File: src/rtl/dcdc_pkg.sv
// Shared definitions for the DC-DC quiet-window sequencer: FSM states,
// default sizing and the dcdc_sync consumer contract.
package dcdc_pkg;

   localparam int DEF_CNT_WIDTH     = 16;
   localparam int DEF_ALIGN_TIMEOUT = 64;

   typedef logic [1:0] state_t;

   localparam logic [1:0] ST_IDLE  = 2'd0;
   localparam logic [1:0] ST_ALIGN = 2'd1;
   localparam logic [1:0] ST_GUARD = 2'd2;
   localparam logic [1:0] ST_ACQ   = 2'd3;

   // dcdc_sync drives its divided clock when en is high, otherwise dcdc_clk = state_out
   localparam logic DCDC_EN_SWITCH = 1'b1;
   localparam logic DCDC_EN_PARK   = 1'b0;

endpackage

File: src/rtl/dcdc_down_counter.sv
// Loadable down-counter with zero flag; shared by the guard and window phases.
module dcdc_down_counter #(
   parameter int W = 16
) (
   input  logic         clk,
   input  logic         resetn,
   input  logic         load,
   input  logic         dec,
   input  logic [W-1:0] load_val,
   output logic         zero
);

   logic [W-1:0] cnt_q, cnt_d;

   always_comb begin
      cnt_d = cnt_q;
      if (load)
         cnt_d = load_val;
      else if (dec && (cnt_q != '0))
         cnt_d = cnt_q - W'(1);
   end

   always_ff @(posedge clk or negedge resetn) begin
      if (!resetn) cnt_q <= '0;
      else         cnt_q <= cnt_d;
   end

   assign zero = (cnt_q == '0);

endmodule

File: src/rtl/dcdc_quiet_ctrl.sv
// Parks the DC-DC switching clock without a runt pulse, waits a guard
// interval, then opens a quiet acquisition window before resuming switching.
module dcdc_quiet_ctrl
   import dcdc_pkg::*;
#(
   parameter int CNT_WIDTH     = DEF_CNT_WIDTH,
   parameter int ALIGN_TIMEOUT = DEF_ALIGN_TIMEOUT
) (
   input  logic                 clk,
   input  logic                 resetn,
   input  logic                 sync_enable,
   input  logic                 park_level,
   input  logic                 acq_start,
   input  logic [CNT_WIDTH-1:0] pre_guard,
   input  logic [CNT_WIDTH-1:0] acq_len,
   input  logic                 dcdc_clk_fb,
   input  logic                 flags_clr,
   output logic                 en,
   output logic                 state_out,
   output logic                 acq_window,
   output logic                 busy,
   output logic                 overrun,
   output logic                 align_err
);

   localparam int              AW         = $clog2(ALIGN_TIMEOUT) + 1;
   localparam logic [AW-1:0]   ALIGN_LAST = AW'(ALIGN_TIMEOUT - 1);

   logic [1:0]           state_q, state_d;
   logic                 en_q, en_d;
   logic                 state_out_q, state_out_d;
   logic                 acq_window_q, acq_window_d;
   logic                 busy_q, busy_d;
   logic                 overrun_q, overrun_d;
   logic                 align_err_q, align_err_d;
   logic [AW-1:0]        align_cnt_q, align_cnt_d;
   logic                 cnt_load, cnt_dec, cnt_zero, align_to;
   logic [CNT_WIDTH-1:0] cnt_val;

   dcdc_down_counter #(.W(CNT_WIDTH)) u_cnt (
      .clk      (clk),
      .resetn   (resetn),
      .load     (cnt_load),
      .dec      (cnt_dec),
      .load_val (cnt_val),
      .zero     (cnt_zero)
   );

   always_comb begin
      state_d     = state_q;
      en_d        = en_q;
      state_out_d = state_out_q;
      align_cnt_d = '0;
      align_to    = 1'b0;
      cnt_load    = 1'b0;
      cnt_dec     = 1'b0;
      cnt_val     = '0;
      case (state_q)
         ST_IDLE: begin
            en_d        = sync_enable;
            state_out_d = park_level;
            if (acq_start) begin
               if (sync_enable) begin
                  state_d = ST_ALIGN;
               end else begin
                  state_d  = ST_GUARD;
                  cnt_load = 1'b1;
                  cnt_val  = pre_guard;
               end
            end
         end
         ST_ALIGN: begin
            align_cnt_d = align_cnt_q + AW'(1);
            // Compare against the latched level so a park_level change mid-align cannot cause a runt
            if (dcdc_clk_fb == state_out_q || align_cnt_q == ALIGN_LAST) begin
               align_to = (dcdc_clk_fb != state_out_q);
               state_d  = ST_GUARD;
               en_d     = DCDC_EN_PARK;
               cnt_load = 1'b1;
               cnt_val  = pre_guard;
            end
         end
         ST_GUARD: begin
            if (cnt_zero) begin
               state_d  = ST_ACQ;
               cnt_load = 1'b1;
               cnt_val  = (acq_len == '0) ? '0 : acq_len - CNT_WIDTH'(1);
            end else begin
               cnt_dec = 1'b1;
            end
         end
         default: begin
            if (cnt_zero) begin
               state_d = ST_IDLE;
               en_d    = sync_enable;
            end else begin
               cnt_dec = 1'b1;
            end
         end
      endcase
   end

   // Sticky flags: a set event in the same cycle as flags_clr wins
   always_comb begin
      busy_d       = (state_d != ST_IDLE);
      acq_window_d = (state_d == ST_ACQ);
      overrun_d    = (acq_start && busy_q) || (overrun_q && !flags_clr);
      align_err_d  = align_to || (align_err_q && !flags_clr);
   end

   always_ff @(posedge clk or negedge resetn) begin
      if (!resetn) begin
         state_q      <= ST_IDLE;
         en_q         <= 1'b0;
         state_out_q  <= 1'b0;
         acq_window_q <= 1'b0;
         busy_q       <= 1'b0;
         overrun_q    <= 1'b0;
         align_err_q  <= 1'b0;
         align_cnt_q  <= '0;
      end else begin
         state_q      <= state_d;
         en_q         <= en_d;
         state_out_q  <= state_out_d;
         acq_window_q <= acq_window_d;
         busy_q       <= busy_d;
         overrun_q    <= overrun_d;
         align_err_q  <= align_err_d;
         align_cnt_q  <= align_cnt_d;
      end
   end

   assign en         = en_q;
   assign state_out  = state_out_q;
   assign acq_window = acq_window_q;
   assign busy       = busy_q;
   assign overrun    = overrun_q;
   assign align_err  = align_err_q;

endmodule

File: config.mk
export PLATFORM = sky130hd
export DESIGN_NAME = dcdc_quiet_ctrl
export DESIGN_NICKNAME = d
export VERILOG_FILES = /design/src/rtl/dcdc_pkg.sv /design/src/rtl/dcdc_down_counter.sv /design/src/rtl/dcdc_quiet_ctrl.sv
export SDC_FILE = /design/constraint.sdc
export NUM_CORES = 1
export LEC_CHECK = 0
export ABC_AREA = 1
export CELL_PAD_IN_SITES_DETAIL_PLACEMENT = 0
export CELL_PAD_IN_SITES_GLOBAL_PLACEMENT = 1
export CORE_MARGIN = 10
export CORE_UTILIZATION = 34
export DETAILED_ROUTE_END_ITERATION = 8
export GPL_ROUTABILITY_DRIVEN = 0
export HOLD_SLACK_MARGIN = 0.03
export PLACE_DENSITY = 0.88
export SETUP_SLACK_MARGIN = 0.15
export SLEW_MARGIN = 5
export SYNTH_ARGS = -nofsm -noshare
export SYNTH_HDL_FRONTEND = slang
export SYNTH_SLANG_ARGS = --single-unit
File: constraint.sdc
create_clock -name clk -period 1.8 [get_ports clk]
set_clock_uncertainty 0.05 [all_clocks]
set_input_delay 0.18 -clock clk [delete_from_list [all_inputs] [get_ports clk]]
set_output_delay 0.18 -clock clk [all_outputs]
set_load 0.01 [all_outputs]
# Word-level counts from Yosys, hierarchy flattened
# Index checks and enable logic that the tools add are counted.
# W data, S select, Z words.
# classes
bitwise_logic	1
n_reduce_logical	17
add_sub_neg	3
mux	27
n_eq_ne	7
# op_table
operator	n
$mux W16	7
$pmux W16 S3	1
$logic_not A16 Y1	2
$sub A16 B1 Y16 const B	2
$reduce_bool A16 Y1	1
$mux W1	10
$mux W2	5
$add A7 B1 Y7 const B	1
$eq A7 B6 Y1 const B	1
$mux W7	1
$pmux W1 S3	2
$pmux W2 S3	1
$eq A2 B2 Y1 const B	2
$logic_and A1 B1 Y1	4
$reduce_bool A2 Y1	2
$logic_or A1 B1 Y1	3
$reduce_and A3 Y1	1
$reduce_bool A3 Y1	1
$eq A2 B1 Y1 const B	1
$logic_not A2 Y1	1
$ne A2 B2 Y1 const B	1
$reduce_or A2 Y1	1
$eq A1 B1 Y1	1
$logic_not A1 Y1	1
2 further kinds	2
# word_totals
wordCells	64
inputBits	39
output_inout_bits	6
ff_bits	31

# Depth between registers and ports, before layout
# depth
depth_word	6
mapped_depth	13
mapped_depth_nobuf	12

# Cells and area by module
# From an unflattened synthesis, not the netlist that was laid out.
# unflattened
hier_cells	383
hier_area_um2	2600.0
# by_module_without_submodules
mod	seq_area_each_um2	area_each_um2	cells_each	n_inst
dcdc_quiet_ctrl	375.4	1345.0	200	1
dcdc_down_counter	400.4	1255.0	183	1

# Worst setup path after synthesis
# OpenSTA, ideal clock, no wires.
# synth_path
kind	register -> register
from	reg u_cnt.cnt_q[0]
to	reg u_cnt.cnt_q[12]
arrival_time_ps	1541
stages_incl_launch_ff	13
synth_period_minus_slack_ps	1708
setup_ps	116
required_ps	1634
path_buffers	1
slack_ps	92
path_cell_list	dfrtp_1 > inv_1 > ha_1 > nand2_4 > nor2_8 > nand2_2 > nand2_4 > inv_4 > nor2_8 > inv_4 > buf_6 > nand2_1 > nand2_1
# synth_via
elab_chain_len	5
word_cells_on_any_way	13
cone_classes	add/sub: 1; mux: 8; reduce/logical: 4
# synth_lines
element	line	source
from (decl)	dcdc_down_counter.sv:13	logic [W-1:0] cnt_q, cnt_d;
from (signal assigned)	dcdc_down_counter.sv:25	else cnt_q <= cnt_d;
parallel branches: the longest is 5 deep, another holds $sub A16 B1 Y16	n/a	
# Parallel ways; which one is timed is not known. The select of a mux whose other input is x is not followed.
# A chain may end at the register's enable or synchronous reset.

# Final worst setup path
# layout_path
from	reg u_cnt.cnt_q[0]
to	reg u_cnt.cnt_q[9]
# Same word-level chain as after synthesis.

==> flow_summary.yaml <==
setup_path:
  rrSetupSlack_ps: 50
  worstPathArrival_ps: 1920
  cp-start-kind: "flip-flop"
  rr_worst_depth: 12
  cp-end-kind: "flip-flop"
  cp_data_required_time_ps: 1970
  cp_max_fo: 8
  crit_chain: "inv_2, ha_4, nand2_8, nor2_4, nand4_1, nor2_2, buf_6, buf_12, nand3_2, nand3_2, nand2_1, nand2_1"
  slowest_delay_ps: 400
  rr_startpoint: "u_cnt.cnt_q[0]"
  worstSetupPathType: "reg -> reg"
  slowest_stage: "dfrtp_1"
  r2r_end: "u_cnt.cnt_q[9]"
power:
  ir_drop_mv: 0.213
  p_leak_nw: 1.78
  power_density_mw_per_mm2: 384
timing:
  setup_tns_ps: 0
  fin_ws_ps: 48.8
  relSlewSlack_pct: 72.8
  finalCriticalPeriod_ps: 1750
  period_share_pct: 97.3
  worstMarginPinSlew_ps: 407
  setup_viol_count_final: 0
  rsz0062_at_grt: "true"
  finalHoldViolations: 0
  max_freq_mhz: 571
  maxSlewViolCount: 0
placement:
  dpl.hpwl_mm: 5.79
  place_inst: 549
  dp_worst_setup_slack_ps: -209
  io_buffers: 44
yosys:
  synth_cell_type_count: 31
  synth-edff-count: 0
  avgSynthCellArea_um2: 6.67
  synthCells: 369
  synthFlopType: "dfrtp_1"
  yosys.area.top_type: "dfrtp_1"
  synth_area_mm2: 0.00246
  synthTopCellsByArea: "dfrtp_1 (32%), nand2_1 (19%), nor2_1 (8.7%)"
  synth_common_cells: "nand2_1 (125), nor2_1 (57), nand3_1 (36)"
  yosysWarnings: 0
  synth.net_count: 411
  yosysTopAreaCellShare_pct: 31.5
  synth_most_common_cell: "nand2_1"
  async_flop_share_pct: 100
  ys_ff_latch: 31
  yosysSeqAreaShare_pct: 31.5
clock_network:
  cts_tree: "built"
  cts_max_path_buffers: 2
  h-tree-depth: 2
  clkSinkCount: 31
  ctsRootBufferMaster: "clkbuf_8"
  cts_buffers: 5
  worstSkewPairLatency_ps: 280
  hold_buffers: 0
  clkSlewWorstSetupHoldPaths_ps: 70
routing:
  wl_per_cell_um: 13.1
  drc_errors: 0
  via_count: 2644
  vias_per_cell: 4.66
  ant_nets: 0
  drt_pre_antenna_iters: 4
  dr.first_iter.drc_count: 139
  routed_wirelength_mm: 7.40
floorplanning:
  dieArea_mm2: 0.0110
  die_y_um: 105
  start_util_pct: 35.6
  rows: 30
  die_width_um: 105
  core-area_mm2: 0.00691
  num_io_pins: 45
outcome:
  status: "finished, final reports clean"
cells_and_area:
  layout.cells.non_filler: 567
  drive_above_1_share_pct: 27.8
  layout.nets: 512
  finish.utilization_pct: 54.1
  n_antenna_cell: 0
  area_growth_pct: 51.9
  nFillCells: 654
global_route:
  track_usage_pct: 13.1
  grt_pass1_wl_mm: 12.4
  grt_pass1_vias: 2684
  antenna_found_initial: 0
  grt-ovfl-total: 0
  grt_max_degree: 32
run:
  drv_cap: 0
worst_hold_path:
  hold_path.class: "in -> async"
[report_power, final]
part,switching [mW],internal [mW],total [mW]
sequential,0.000792,0.698,0.699
combinational,0.0887,0.118,0.206
clock,0.266,0.264,0.530
[metal layers]
layer  global-route usage [%]  up-vias  wire, µm  part of all wire (%)
met2                     22.5       40      3670                    50
met4                     4.80        0       118                   1.6
met5                        0        -         0                     0
met3                     2.21        9       188                   2.5
li1                         -     1369         -                     -
met1                     16.1     1226      3430                    46
[timing repair]
| item | 4_1_cts | 5_1_grt |
|---|---|---|
| cloned | 1 | 0 |
| pin swaps | 4 | 16 |
| setup endpoints to repair | 19 | 21 |
| setup buffers | 4 | 5 |
| resized for setup | 12 | 48 |
[flip-flops by register name, indices dropped and copies added, names as in the netlist]
name	cells
state_out	1
busy	1
align_err	1
u_cnt.cnt_q	16
acq_window	1
state_q	2
overrun	1
align_cnt_q	7
en	1
[worst max-delay path: cells and delay by family, from the launching register on]
| family | cells | cell delay (ps) |
|---|---|---|
| AND/OR/NAND/NOR | 8 | 730 |
| flip-flops | 1 | 400 |
| buffers and inverters | 3 | 360 |
| adder cells (fa/ha/maj) | 1 | 160 |
[how the worst max path moves through the flow]
stage | slack [ps] | startpoint | to | cells past startpoint
3_3_place_gp | -170 | acq_len[0] | u_cnt.cnt_q[9] | 13
6_report | 50 | u_cnt.cnt_q[0] | u_cnt.cnt_q[9] | 12
4_1_cts | 10 | u_cnt.cnt_q[0] | u_cnt.cnt_q[14] | 12
3_5_place_dp | -210 | acq_len[0] | u_cnt.cnt_q[14] | 13
2_1_floorplan | 150 | align_cnt_q[0] | u_cnt.cnt_q[12] | 12
5_1_grt | -40 | u_cnt.cnt_q[0] | u_cnt.cnt_q[9] | 12
[per-stage QoR]
stage                     area (µm²)  total power [mW]  hold slack (ps)
after detailed placement        3360             0.908              415
final                           3740              1.44              246
after floorplan                 2480             0.759             -166
after CTS                       3520              1.44              253
after global placement          3360             0.908              401
after global routing            3740              1.50              282
[final cells by class]
class                   instances  area [µm²]  area share (%)
repair inverters                1        6.26           0.167
repair buffers                100         906            24.2
clock inverters                 3        15.0           0.402
well taps                      96         120            3.21
flip-flops and latches         31         776            20.7
multi-input cells             297        1700            45.6
clock buffers                   5        68.8            1.84
inverters                      34         143            3.82
[layout by cell type, fill, tap and decap left out, types with 2 or more instances in the layout]
| master | synthesis | final |
|---|---|---|
| xor2_1 | 12 | 12 |
| inv_1 | 31 | 26 |
| nor2_2 | 4 | 9 |
| clkinv_2 | 0 | 3 |
| nand3_1 | 36 | 23 |
| nand3_2 | 2 | 15 |
| clkbuf_8 | 0 | 5 |
| o21ai_0 | 8 | 8 |
| nand2_1 | 125 | 115 |
| nor2_4 | 2 | 7 |
| nand4_1 | 13 | 13 |
| buf_4 | 1 | 50 |
| dlymetal6s2s_1 | 0 | 2 |
| nor2_1 | 57 | 47 |
| nand2_4 | 2 | 4 |
| nor3_1 | 3 | 3 |
| ha_4 | 0 | 3 |
| inv_2 | 0 | 5 |
| inv_4 | 3 | 2 |
| a21oi_1 | 5 | 5 |
| buf_6 | 3 | 4 |
| buf_12 | 0 | 2 |
| dfrtp_1 | 31 | 31 |
| xnor2_1 | 10 | 10 |
| nor2_8 | 2 | 2 |
| nand2_2 | 5 | 12 |
| clkdlybuf4s50_1 | 0 | 42 |
[cell families (layout without fill, tap and decap cells)]
kind of cell	after synthesis	after routing	synth area share, %
XOR/XNOR	23	23	8.49
AND/OR/NAND/NOR	255	255	47.1
adder cells (fa/ha/maj)	3	3	1.53
flip-flops	31	31	31.5
multiplexers	1	1	0.458
AO/OA/AOI/OAI	15	15	3.20
buffers and inverters	41	143	7.73
No activity file was read; power rests on OpenSTA's default activity.
